[src/rtl/alu_seq.sv]
// Execute-stage sequencer in front of the core's single combinational ALU.
// Subtraction is folded into ADD, and shifts can be run one bit per cycle.
module alu_seq #(
    parameter int XLEN         = 32,
    parameter bit SERIAL_SHIFT = 1'b1
) (
    input  logic            clk,
    input  logic            rst_n,
    input  logic            in_valid,
    output logic            in_ready,
    input  logic [3:0]      in_op,
    input  logic [XLEN-1:0] in_rs1_val,
    input  logic [XLEN-1:0] in_rs2_val,
    input  logic [XLEN-1:0] in_imm,
    input  logic            in_use_imm,
    input  logic [4:0]      in_rd,
    output logic            alu_en,
    output logic [3:0]      alu_op,
    output logic [XLEN-1:0] alu_a,
    output logic [XLEN-1:0] alu_b,
    input  logic [XLEN-1:0] alu_result,
    output logic            wb_valid,
    input  logic            wb_ready,
    output logic [4:0]      wb_rd,
    output logic [XLEN-1:0] wb_data,
    output logic            busy
);

    localparam logic [3:0] OP_ADD = 4'd1;
    localparam logic [3:0] OP_SUB = 4'd2;
    localparam logic [3:0] OP_SLL = 4'd8;
    localparam logic [3:0] OP_SRL = 4'd9;
    localparam logic [3:0] OP_SRA = 4'd10;

    typedef enum logic [1:0] {
        IDLE  = 2'd0,
        EXEC  = 2'd1,
        SHIFT = 2'd2,
        WB    = 2'd3
    } state_t;

    state_t state;
    state_t state_next;
    state_t accept_target;

    logic [3:0]      op_q;
    logic [XLEN-1:0] a_q;
    logic [XLEN-1:0] b_q;
    logic [4:0]      rd_q;
    logic [4:0]      cnt_q;
    logic [XLEN-1:0] acc_q;
    logic [XLEN-1:0] data_q;

    logic            accept;
    logic [XLEN-1:0] b_in;

    function automatic logic is_shift(input logic [3:0] op);
        return (op == OP_SLL) || (op == OP_SRL) || (op == OP_SRA);
    endfunction

    function automatic logic is_legal(input logic [3:0] op);
        return (op >= OP_ADD) && (op <= OP_SRA);
    endfunction

    // Both ports use plain valid/ready: a transfer happens on the rising edge
    // where valid and ready are both high; the producer holds its payload
    // stable while valid is high and ready is low.
    assign accept = in_valid && in_ready;
    assign b_in   = in_use_imm ? in_imm : in_rs2_val;

    always_comb begin
        accept_target = EXEC;
        if (!is_legal(in_op)) begin
            accept_target = IDLE;
        end else if (SERIAL_SHIFT && is_shift(in_op)) begin
            accept_target = (b_in[4:0] == 5'd0) ? WB : SHIFT;
        end
    end

    always_ff @(posedge clk or negedge rst_n) begin
        if (!rst_n) begin
            state <= IDLE;
        end else begin
            state <= state_next;
        end
    end

    always_comb begin
        state_next = state;
        case (state)
            IDLE: begin
                if (accept) begin
                    state_next = accept_target;
                end
            end
            EXEC: begin
                state_next = WB;
            end
            SHIFT: begin
                if (cnt_q == 5'd1) begin
                    state_next = WB;
                end
            end
            WB: begin
                // Retiring and accepting may coincide on the same edge.
                if (wb_ready) begin
                    state_next = accept ? accept_target : IDLE;
                end
            end
            default: begin
                state_next = IDLE;
            end
        endcase
    end

    always_ff @(posedge clk or negedge rst_n) begin
        if (!rst_n) begin
            op_q   <= '0;
            a_q    <= '0;
            b_q    <= '0;
            rd_q   <= '0;
            cnt_q  <= '0;
            acc_q  <= '0;
            data_q <= '0;
        end else if (accept) begin
            op_q  <= in_op;
            a_q   <= in_rs1_val;
            b_q   <= b_in;
            rd_q  <= in_rd;
            cnt_q <= b_in[4:0];
            acc_q <= in_rs1_val;
            if (accept_target == WB) begin
                data_q <= in_rs1_val;
            end
        end else if (state == EXEC) begin
            data_q <= alu_result;
        end else if (state == SHIFT) begin
            acc_q <= alu_result;
            cnt_q <= cnt_q - 5'd1;
            if (cnt_q == 5'd1) begin
                data_q <= alu_result;
            end
        end
    end

    always_comb begin
        in_ready = rst_n && ((state == IDLE) || ((state == WB) && wb_ready));
        busy     = (state != IDLE);
        alu_en   = 1'b0;
        alu_op   = '0;
        alu_a    = '0;
        alu_b    = '0;
        wb_valid = 1'b0;
        wb_rd    = '0;
        wb_data  = '0;
        case (state)
            EXEC: begin
                alu_en = 1'b1;
                alu_a  = a_q;
                if (op_q == OP_SUB) begin
                    alu_op = OP_ADD;
                    alu_b  = (~b_q) + {{(XLEN-1){1'b0}}, 1'b1};
                end else if (is_shift(op_q)) begin
                    alu_op = op_q;
                    alu_b  = {{(XLEN-5){1'b0}}, b_q[4:0]};
                end else begin
                    alu_op = op_q;
                    alu_b  = b_q;
                end
            end
            SHIFT: begin
                alu_en = 1'b1;
                alu_op = op_q;
                alu_a  = acc_q;
                alu_b  = {{(XLEN-1){1'b0}}, 1'b1};
            end
            WB: begin
                wb_valid = 1'b1;
                wb_rd    = rd_q;
                wb_data  = (rd_q == 5'd0) ? '0 : data_q;
            end
            default: begin
            end
        endcase
    end

endmodule
[config.mk]
export PLATFORM = sky130hd
export DESIGN_NAME = alu_seq
export DESIGN_NICKNAME = d
export VERILOG_FILES = /design/src/rtl/alu_seq.sv
export SDC_FILE = /design/constraint.sdc
export NUM_CORES = 1
export LEC_CHECK = 0
export CORE_MARGIN = 1.5
export CORE_UTILIZATION = 40
export CTS_BUF_LIST = sky130_fd_sc_hd__clkbuf_4 sky130_fd_sc_hd__clkbuf_8
export DETAILED_ROUTE_END_ITERATION = 10
export GPL_ROUTABILITY_DRIVEN = 1
export PLACE_DENSITY = 0.73
export SETUP_SLACK_MARGIN = 0.02
export SYNTH_ARGS = -nofsm -noshare
export SYNTH_HDL_FRONTEND = slang
export SYNTH_SLANG_ARGS = --single-unit
[constraint.sdc]
create_clock -name clk -period 2.6 [get_ports clk]
set_input_delay 0.78 -clock clk [delete_from_list [all_inputs] [get_ports clk]]
set_output_delay 0.78 -clock clk [all_outputs]
set_load 0.01 [all_outputs]
* After elaboration in Yosys (flattened, before gate mapping)
Cells that the tools add are included.
** Cells by class
- $add $sub $neg :: 2
- $lt $le $gt $ge :: 2
- Eq/ne operators :: 17
- Reductions and logical operators :: 20
- Multiplexer cells :: 31
- Bitwise logic cells :: 1
** Operators by type and width (count)
- 32-bit two-way mux :: 13
- 32-bit case mux with 2 select lines :: 2
- 32-bit by 1-bit adder with 32-bit output (second input constant) :: 1
- 32-bit NOT :: 1
- 4-bit == test (second input constant) :: 6
- 5-bit two-way mux :: 4
- 2-bit two-way mux :: 6
- 5-bit zero test :: 2
- 2-bit inequality test (second input constant) :: 4
- 2-bit case mux with 4 select lines :: 1
- 4-bit case mux with 2 select lines :: 1
- 2-bit == test (second input constant) :: 3
- 3-bit AND reduction :: 2
- 3-bit nonzero test :: 2
- 5-bit by 1-bit == test with 1-bit output (second input constant) :: 1
- 1-bit logical OR :: 5
- 5-bit by 1-bit subtractor with 5-bit output (second input constant) :: 1
- 4-bit by 2-bit == test with 1-bit output (second input constant) :: 1
- 4-bit by 1-bit greater-or-equal comparator with 1-bit output (second input constant) :: 1
- 4-bit less-or-equal comparator (second input constant) :: 1
- 1-bit logical AND :: 4
- 4-bit two-way mux :: 1
- 2-bit nonzero test :: 2
- 1-bit two-way mux :: 3
- 5 further kinds :: 5
** Storage, ports and cells
- Bits in registers :: 144

* Depth between registers and ports, before layout
Gate-level depths: netlist of run 1.
- Depth after elaboration :: 8
- Mapped depth :: 10
- Depth with buffers taken out :: 7

* Least setup slack after synthesis of run 1
OpenSTA, ideal clock, no wires.
- Path type :: reg-to-output
- From :: register b_q[15]
- To :: output alu_b[28]
- Stages on the path, launching flop included :: 6
- Path slack :: -0.219 ns
- Required time :: 1.820 ns
- Arrival :: 2.039 ns
- Path buffers :: 0
- Cells stage by stage :: dfrtp_1 -> or4_4 -> or4_4 -> nor4_4 -> a21oi_2 -> mux2i_1
** Between the ends
- Word-level cells in the longest chain between the ends :: 4
** Ends and longest elaborated chain
- start: declaration :: line 48 : logic [XLEN-1:0] b_q;
- start signal: assignment :: line 128 : b_q <= b_in;
- 32-bit NOT :: line 162 : alu_b = (~b_q) + {{(XLEN-1){1'b0}}, 1'b1};
- 32-bit by 1-bit adder with 32-bit output :: line 162
- 32-bit two-way mux :: line 160 : if (op_q == OP_SUB) begin
- 32-bit case mux with 2 select lines :: line 156 : case (state)
- end: declaration :: line 20 : output logic [XLEN-1:0] alu_b,
No other way between the ends.

* Final worst setup path of run 1
- From :: register b_q[3]
- To :: output alu_b[22]
The elaborated chain is that of the path after synthesis.

==> results of run 1 <==
sequential cells by signal (all words and copies together), names as in the netlist:
register,flops
rd_q,5
state,2
a_q,32
acc_q,32
cnt_q,5
op_q,4
b_q,32
data_q,32
area by class of cell:
type / instances / share of cell area (%)
multi-input cells: 662 / 35.23
repair buffers: 437 / 31.60
flip-flops and latches: 144 / 27.30
well taps: 265 / 2.512
clock buffers: 17 / 1.773
clock inverters: 15 / 1.280
inverters: 10 / 0.2844
diodes: 1 / 0.01896
worst min-delay path by stage:
stage                   startpoint                  end  cells past startpoint  slack [ns]
2_1_floorplan   a_q[0]$_DFFE_PN0N_   a_q[0]$_DFFE_PN0N_                      2        0.45
3_3_place_gp   a_q[17]$_DFFE_PN0N_  a_q[17]$_DFFE_PN0N_                      2        0.46
3_5_place_dp   a_q[19]$_DFFE_PN0N_  a_q[19]$_DFFE_PN0N_                      2        0.46
4_1_cts        a_q[31]$_DFFE_PN0N_  a_q[31]$_DFFE_PN0N_                      2        0.49
5_1_grt                      rst_n   a_q[2]$_DFFE_PN0N_                      2        0.49
6_report                     rst_n  rd_q[3]$_DFFE_PN0N_                      2        0.40
worst reg2reg max path: stages (launching register included):
cell	delay, ns
dfrtp_1	0.37
buf_4	0.11
buf_4	0.13
ha_4	0.14
buf_6	0.13
a21oi_4	0.06
buf_4	0.14
nor2_4	0.21
buf_4	0.34
o21ai_2	0.13
buf_12	0.19
o221a_2	0.27
cell usage in the layout, fill, tap and decap left out, drive strengths merged, types with 4 or more instances in the layout:
cell / count
dfrtp: 144
clkdlybuf4s50: 140
clkbuf: 23
or3: 41
o21a: 7
a21oi: 21
o211ai: 4
o22ai: 6
mux2i: 35
nand2b: 6
and2: 42
inv: 18
buf: 289
nand2: 209
or4: 5
nand3: 12
o221a: 32
ha: 8
clkinv: 5
o41ai: 7
a31oi: 39
o21ai: 45
nor3: 11
nor2: 52
o31ai: 10
a22o: 34
cell families after synthesis:
logic type,count (synthesis),synth area share (%)
xor+xnor,1,0.1114
buf+inv,76,3.850
flops,144,45.82
mux,38,4.884
compound gates,219,20.59
fa+ha+maj,8,1.273
simple gates,395,23.48
timing repair:
item | in CTS | in global routing
pin swaps | 63 | 75
setup endpoints to repair | 108 | 102
cloned | 8 | 2
gates resized for setup | 597 | 97
buffers inserted | 60 | 15
power by group through the flow:
stage                     registers [mW]  logic [mW]  clock network, mW
after floorplan                     3.94        4.04                  0
after global placement              3.90        7.96                  0
after detailed placement            3.95        8.09                  0
after CTS                           3.96        9.83               1.82
after global routing                4.11        10.9               1.92
final                               4.00        10.2               1.78
per-stage QoR:
step                total power [mW]  TNS, ns  hold WS (ns)  cells
global route                   16.90   -43.75        0.4941   1550
detailed placement             12.04   -36.17        0.4631   1446
finish                         15.94   -36.54        0.3958   1551
CTS                            15.62   -46.38        0.4865   1545
floorplan                      7.981  -0.6402        0.4468    881
global placement               11.87   -32.93        0.4584   1446
per-layer routing:
layer | up-vias | global-route usage (%) | routed length [um]
met5 | - | 0 | 0
met4 | 0 | 10.69 | 913
met3 | 78 | 6.942 | 2285
met2 | 365 | 49.58 | 14960
met1 | 4136 | 34.08 | 11690
li1 | 3951 | - | -
==> impl_metrics.json, run 1 <==
{
  "maxCapViolations": 0,
  "slew_headroom_pct": 43.94,
  "start_util_pct": 40.54,
  "critPathMaxFanout": 4,
  "yosysTopAreaCell": "dfrtp_1",
  "p_sw_mw": 6.598,
  "rsz0062_at_grt": "true",
  "clock_sinks": 144,
  "r2r_slack_ns": 0.28,
  "rr_startpoint": "state[1]$_DFFE_PN0P_",
  "clockBufferDepth": 2,
  "worst_slack_ns": -0.8640,
  "reg2reg_to": "data_q[31]$_DFFE_PN0P_",
  "synth_top_cell_area_share_pct": 45.82,
  "cp_top_family": "simple AND/OR/NAND/NOR gates",
  "p_leak_nw": 6.028,
  "drv_slew": 0,
  "worst_path_max_delay_cell": "dfrtp_1",
  "synth_ff_type": "dfrtp_1",
  "synthTopCellsByCount": "nand2_1 (209), dfrtp_1 (144), nor2_1 (52), clkbuf_1 (50), o21ai_0 (44)",
  "seq_area_sq_um": 3603,
  "syn_inst": 881,
  "sw_frac_of_total_pct": 41.38,
  "critPathMaxStageDelay_ns": 0.40,
  "status": "complete, but fails checks",
  "ioPinCount": 251,
  "syn_avg_cell_area_sq_um": 8.927,
  "vias": 8530,
  "crit_path_end_kind": "output port",
  "drive_gt1_share_pct": 37.74,
  "drt_iter0_markers": 376,
  "grt_use_total_pct": 28.51,
  "hold_violations": 0,
  "cp-start-kind": "register",
  "cp-endpoint": "alu_b[22]",
  "pre_cts_ws_ns": -0.7420,
  "synth_nets": 1031,
  "area_delta_synth_final_pct": 67.83,
  "core_sq_um": 19400,
  "combPwrFrac_pct": 63.8,
  "grt_pass1_vias": 8468,
  "die_h_um": 143.2,
  "post-route-period-util_pct": 133.2,
  "critical_path_arrival_ns": 2.68,
  "crit_required_ns": 1.82,
  "worstPathCellList": "or3_4 -> or3_4 -> buf_6 -> buf_6 -> o41ai_4 -> nand3_1 -> o31ai_2 -> buf_2",
  "dp_hpwl_mm": 18.31,
  "routedWlPerCell_um": 19.24,
  "hold_path.class": "primary input to async pin",
  "finalClockSkew_ns": 0.01590,
  "final_core_util_pct": 68.05,
  "path_buf_inv": 3,
  "yosys_warnings": 0,
  "setup_viol": 100,
  "rows": 51,
  "power_frac_seq_pct": 25.1,
  "multi_input_area_sq_um": 4651,
  "cts_buffers": 17,
  "ys_types": 52,
  "ir_worst_vdd_v": 0.0006740,
  "ant_nets": 0,
  "die_x_um": 143.2,
  "yosysMostFrequentCell": "nand2_1",
  "first_pass_iters": 5,
  "intPower_mw": 9.347,
  "clkPwrFrac_pct": 11.2,
  "clk_pin_slew_ns": 0.09,
  "drt_wl_total_mm": 29.85,
  "startpoint": "b_q[3]$_DFFE_PN0N_",
  "critical_path_class": "register to output port",
  "grt_max_degree": 145,
  "ys_ff_latch": 144,
  "insertion_delay_ns": 0.47,
  "stdcell_area_sq_um": 13200,
  "drc_errors": 0,
  "grt_pass1_wl_mm": 44.64,
  "grt_overflow": 0,
  "r2r_cells": 11,
  "ys_seq_area_share_pct": 45.82,
  "holdBufCountCts": 0,
  "synthTopCellsByArea": "dfrtp_1 (46%), nand2_1 (10%), o221a_2 (4.6%), mux2i_1 (4.5%), a22o_1 (3.8%)",
  "path_depth": 8,
  "async_flop_share_pct": 100.0,
  "cts.htree.levels": 4,
  "placed_area_sq_um": 11550,
  "cts_root_buffer": "clkbuf_8",
  "period_minus_slack_ns": 3.464,
  "port_buffers": 250,
  "worst_pin_slew_ns": 0.8409,
  "via_per_inst": 5.500,
  "nNetsFinal": 1422,
  "die_area_sq_um": 20510,
  "grt_antenna_before_repair": 1,
  "synth_edf_count": 0,
  "gp_congestion": 0.8733,
  "violations": "setup timing",
  "max_freq_mhz": 288.7,
  "netlist_area_sq_um": 7865,
  "fillers": 1510,
  "cts_tree": "built",
  "p_per_area_nw_per_um2": 1208
}
Note: power is estimated with default switching activity, not from simulation.
==> run 2: changes to the inputs <==
- GPL_TIMING_DRIVEN: unset -> 0
==> impl_metrics.json, run 2 (synthesis gave the netlist of run 1 again) <==
{
  "crit_required_ns": 1.82,
  "drive_gt1_share_pct": 37.42,
  "ioPinCount": 251,
  "p_per_area_nw_per_um2": 1241,
  "die_x_um": 143.2,
  "die_area_sq_um": 20510,
  "status": "complete, but fails checks",
  "clock_sinks": 144,
  "finalPower_mw": 16.44,
  "slew_headroom_pct": 48.34,
  "drt_iter0_markers": 672,
  "setup_tns_ns": -44.74,
  "hold_violations": 0,
  "area_delta_synth_final_pct": 68.49,
  "combPwrFrac_pct": 62.2,
  "final_cell_mix": "nand2_1 (202), clkdlybuf4s50_1 (138), dfrtp_1 (129)",
  "grt_max_degree": 76,
  "drc_errors": 0,
  "stdcell_area_sq_um": 13250,
  "die_h_um": 143.2,
  "clk_pin_slew_ns": 0.09,
  "vias": 8838,
  "grt_pass1_wl_mm": 46.29,
  "hold_path.class": "primary input to async pin",
  "setup_viol": 109,
  "cts_tree": "built",
  "grt_use_total_pct": 29.82,
  "period_minus_slack_ns": 3.522,
  "cts_root_buffer": "clkbuf_8",
  "startpoint": "b_q[14]$_DFFE_PN0N_",
  "violations": "setup timing",
  "grt_pass1_vias": 8499,
  "finalClockSkew_ns": 0.01308,
  "start_util_pct": 40.54,
  "nNetsFinal": 1409,
  "clockBufferDepth": 2,
  "holdBufCountCts": 0,
  "rsz0062_at_grt": "true",
  "ir_worst_vdd_v": 0.0005518,
  "layout_commonest_cell": "nand2_1",
  "intPower_mw": 9.598,
  "maxCapViolations": 0,
  "sw_frac_of_total_pct": 41.62,
  "first_pass_iters": 5,
  "placed_area_sq_um": 10840,
  "critical_path_class": "register to output port",
  "drt_wl_total_mm": 32.62,
  "insertion_delay_ns": 0.47,
  "core_sq_um": 19400,
  "rr_startpoint": "state[0]$_DFFE_PN0P_",
  "cp-start-kind": "register",
  "worst_slack_ns": -0.9216,
  "worst_pin_slew_ns": 0.7702,
  "p_leak_nw": 6.035,
  "cts_buffers": 17,
  "grt_antenna_before_repair": 3,
  "via_per_inst": 5.743,
  "p_sw_mw": 6.843,
  "grt_overflow": 0,
  "dp_hpwl_mm": 19.98,
  "critPathMaxFanout": 7,
  "crit_path_end_kind": "output port",
  "final_core_util_pct": 68.31,
  "pre_cts_ws_ns": -1.085,
  "rows": 51,
  "routedWlPerCell_um": 21.20,
  "power_frac_seq_pct": 26.2,
  "clkPwrFrac_pct": 11.7,
  "post-route-period-util_pct": 135.4,
  "gp_congestion": 0.8984,
  "critical_path_arrival_ns": 2.74,
  "cts.htree.levels": 4,
  "drv_slew": 0,
  "port_buffers": 249,
  "ant_nets": 0,
  "max_freq_mhz": 284.0
}
run 2: cell count changes in the layout (fill, tap and decap cells not counted), sizes merged, moves of 3 or more:
cell and change:
clkdlybuf4s15 +3, dlymetal6s2s +5, clkbuf +34, buf -53
run 2: critical path, stage by stage (launching register included):
cell	delay, ns
dfrtp_2	0.49
or4_4	0.45
or4_4	0.49
nor4_4	0.31
buf_4	0.18
a21oi_4	0.05
mux2i_2	0.15
buf_2	0.15
run 2: power by group through the flow:
stage                     Clock (mW)  Combinational [mW]  Sequential [mW]
after floorplan                    0                4.04             3.94
final                           1.92                10.2             4.30
after CTS                       1.91                9.24             4.19
after global routing            2.01                10.8             4.41
after global placement             0                6.88             4.17
after detailed placement           0                6.97             4.18
run 2: layout make-up:
cell class,count,area [sq um]
flip-flops and latches,144,3622
diodes,2,5.005
well taps,265,331.6
clock inverters,15,175.2
multi-input cells,661,4727
inverters,10,42.54
fillers,1451,6147
repair buffers,367,3575
plain buffers,58,539.3
clock buffers,17,234.0
run 2: what timing repair did:
item / in CTS / in global routing
resized for setup: 694 / 119
pin swaps: 71 / 62
setup endpoints to repair: 242 / 165
gates cloned: 9 / 2
buffers inserted: 79 / 36
run 2: per-stage QoR:
step | cells | hold slack (ns)
6_report | 1539 | 0.1790
5_1_grt | 1537 | 0.1906
4_1_cts | 1512 | 0.2213
3_5_place_dp | 1396 | 0.4636
3_3_place_gp | 1395 | 0.4589
2_1_floorplan | 881 | 0.4468
run 2: path summary, 6_finish.rpt:
kind | end | slack (ns) | cells past startpoint
setup / recovery | alu_b[28] | -0.92 | 7
hold / removal | b_q[23]$_DFFE_PN0N_ | 0.18 | 1
setup reg to reg | cnt_q[1]$_DFFE_PN0P_ | 0.14 | 10
hold reg to reg | a_q[2]$_DFFE_PN0N_ | 0.48 | 2
max in group asynchronous | acc_q[5]$_DFFE_PN0P_ | 1.74 | 2
min in group clk | a_q[2]$_DFFE_PN0N_ | 0.48 | 2
run 2: metal layers:
metal,vias up,wire [um],track usage [%]
met1,4350,12430,36.37
met2,471,15840,50.17
met4,4,1293,11.82
met3,99,3035,7.981
li1,3914,-,-
met5,-,28,0
==> run 3: changes to the inputs <==
- CTS_CLUSTER_SIZE: unset -> 20
==> results of run 3 <==
Same layout as run 2: the final DEF is identical, and so are final timing and power.
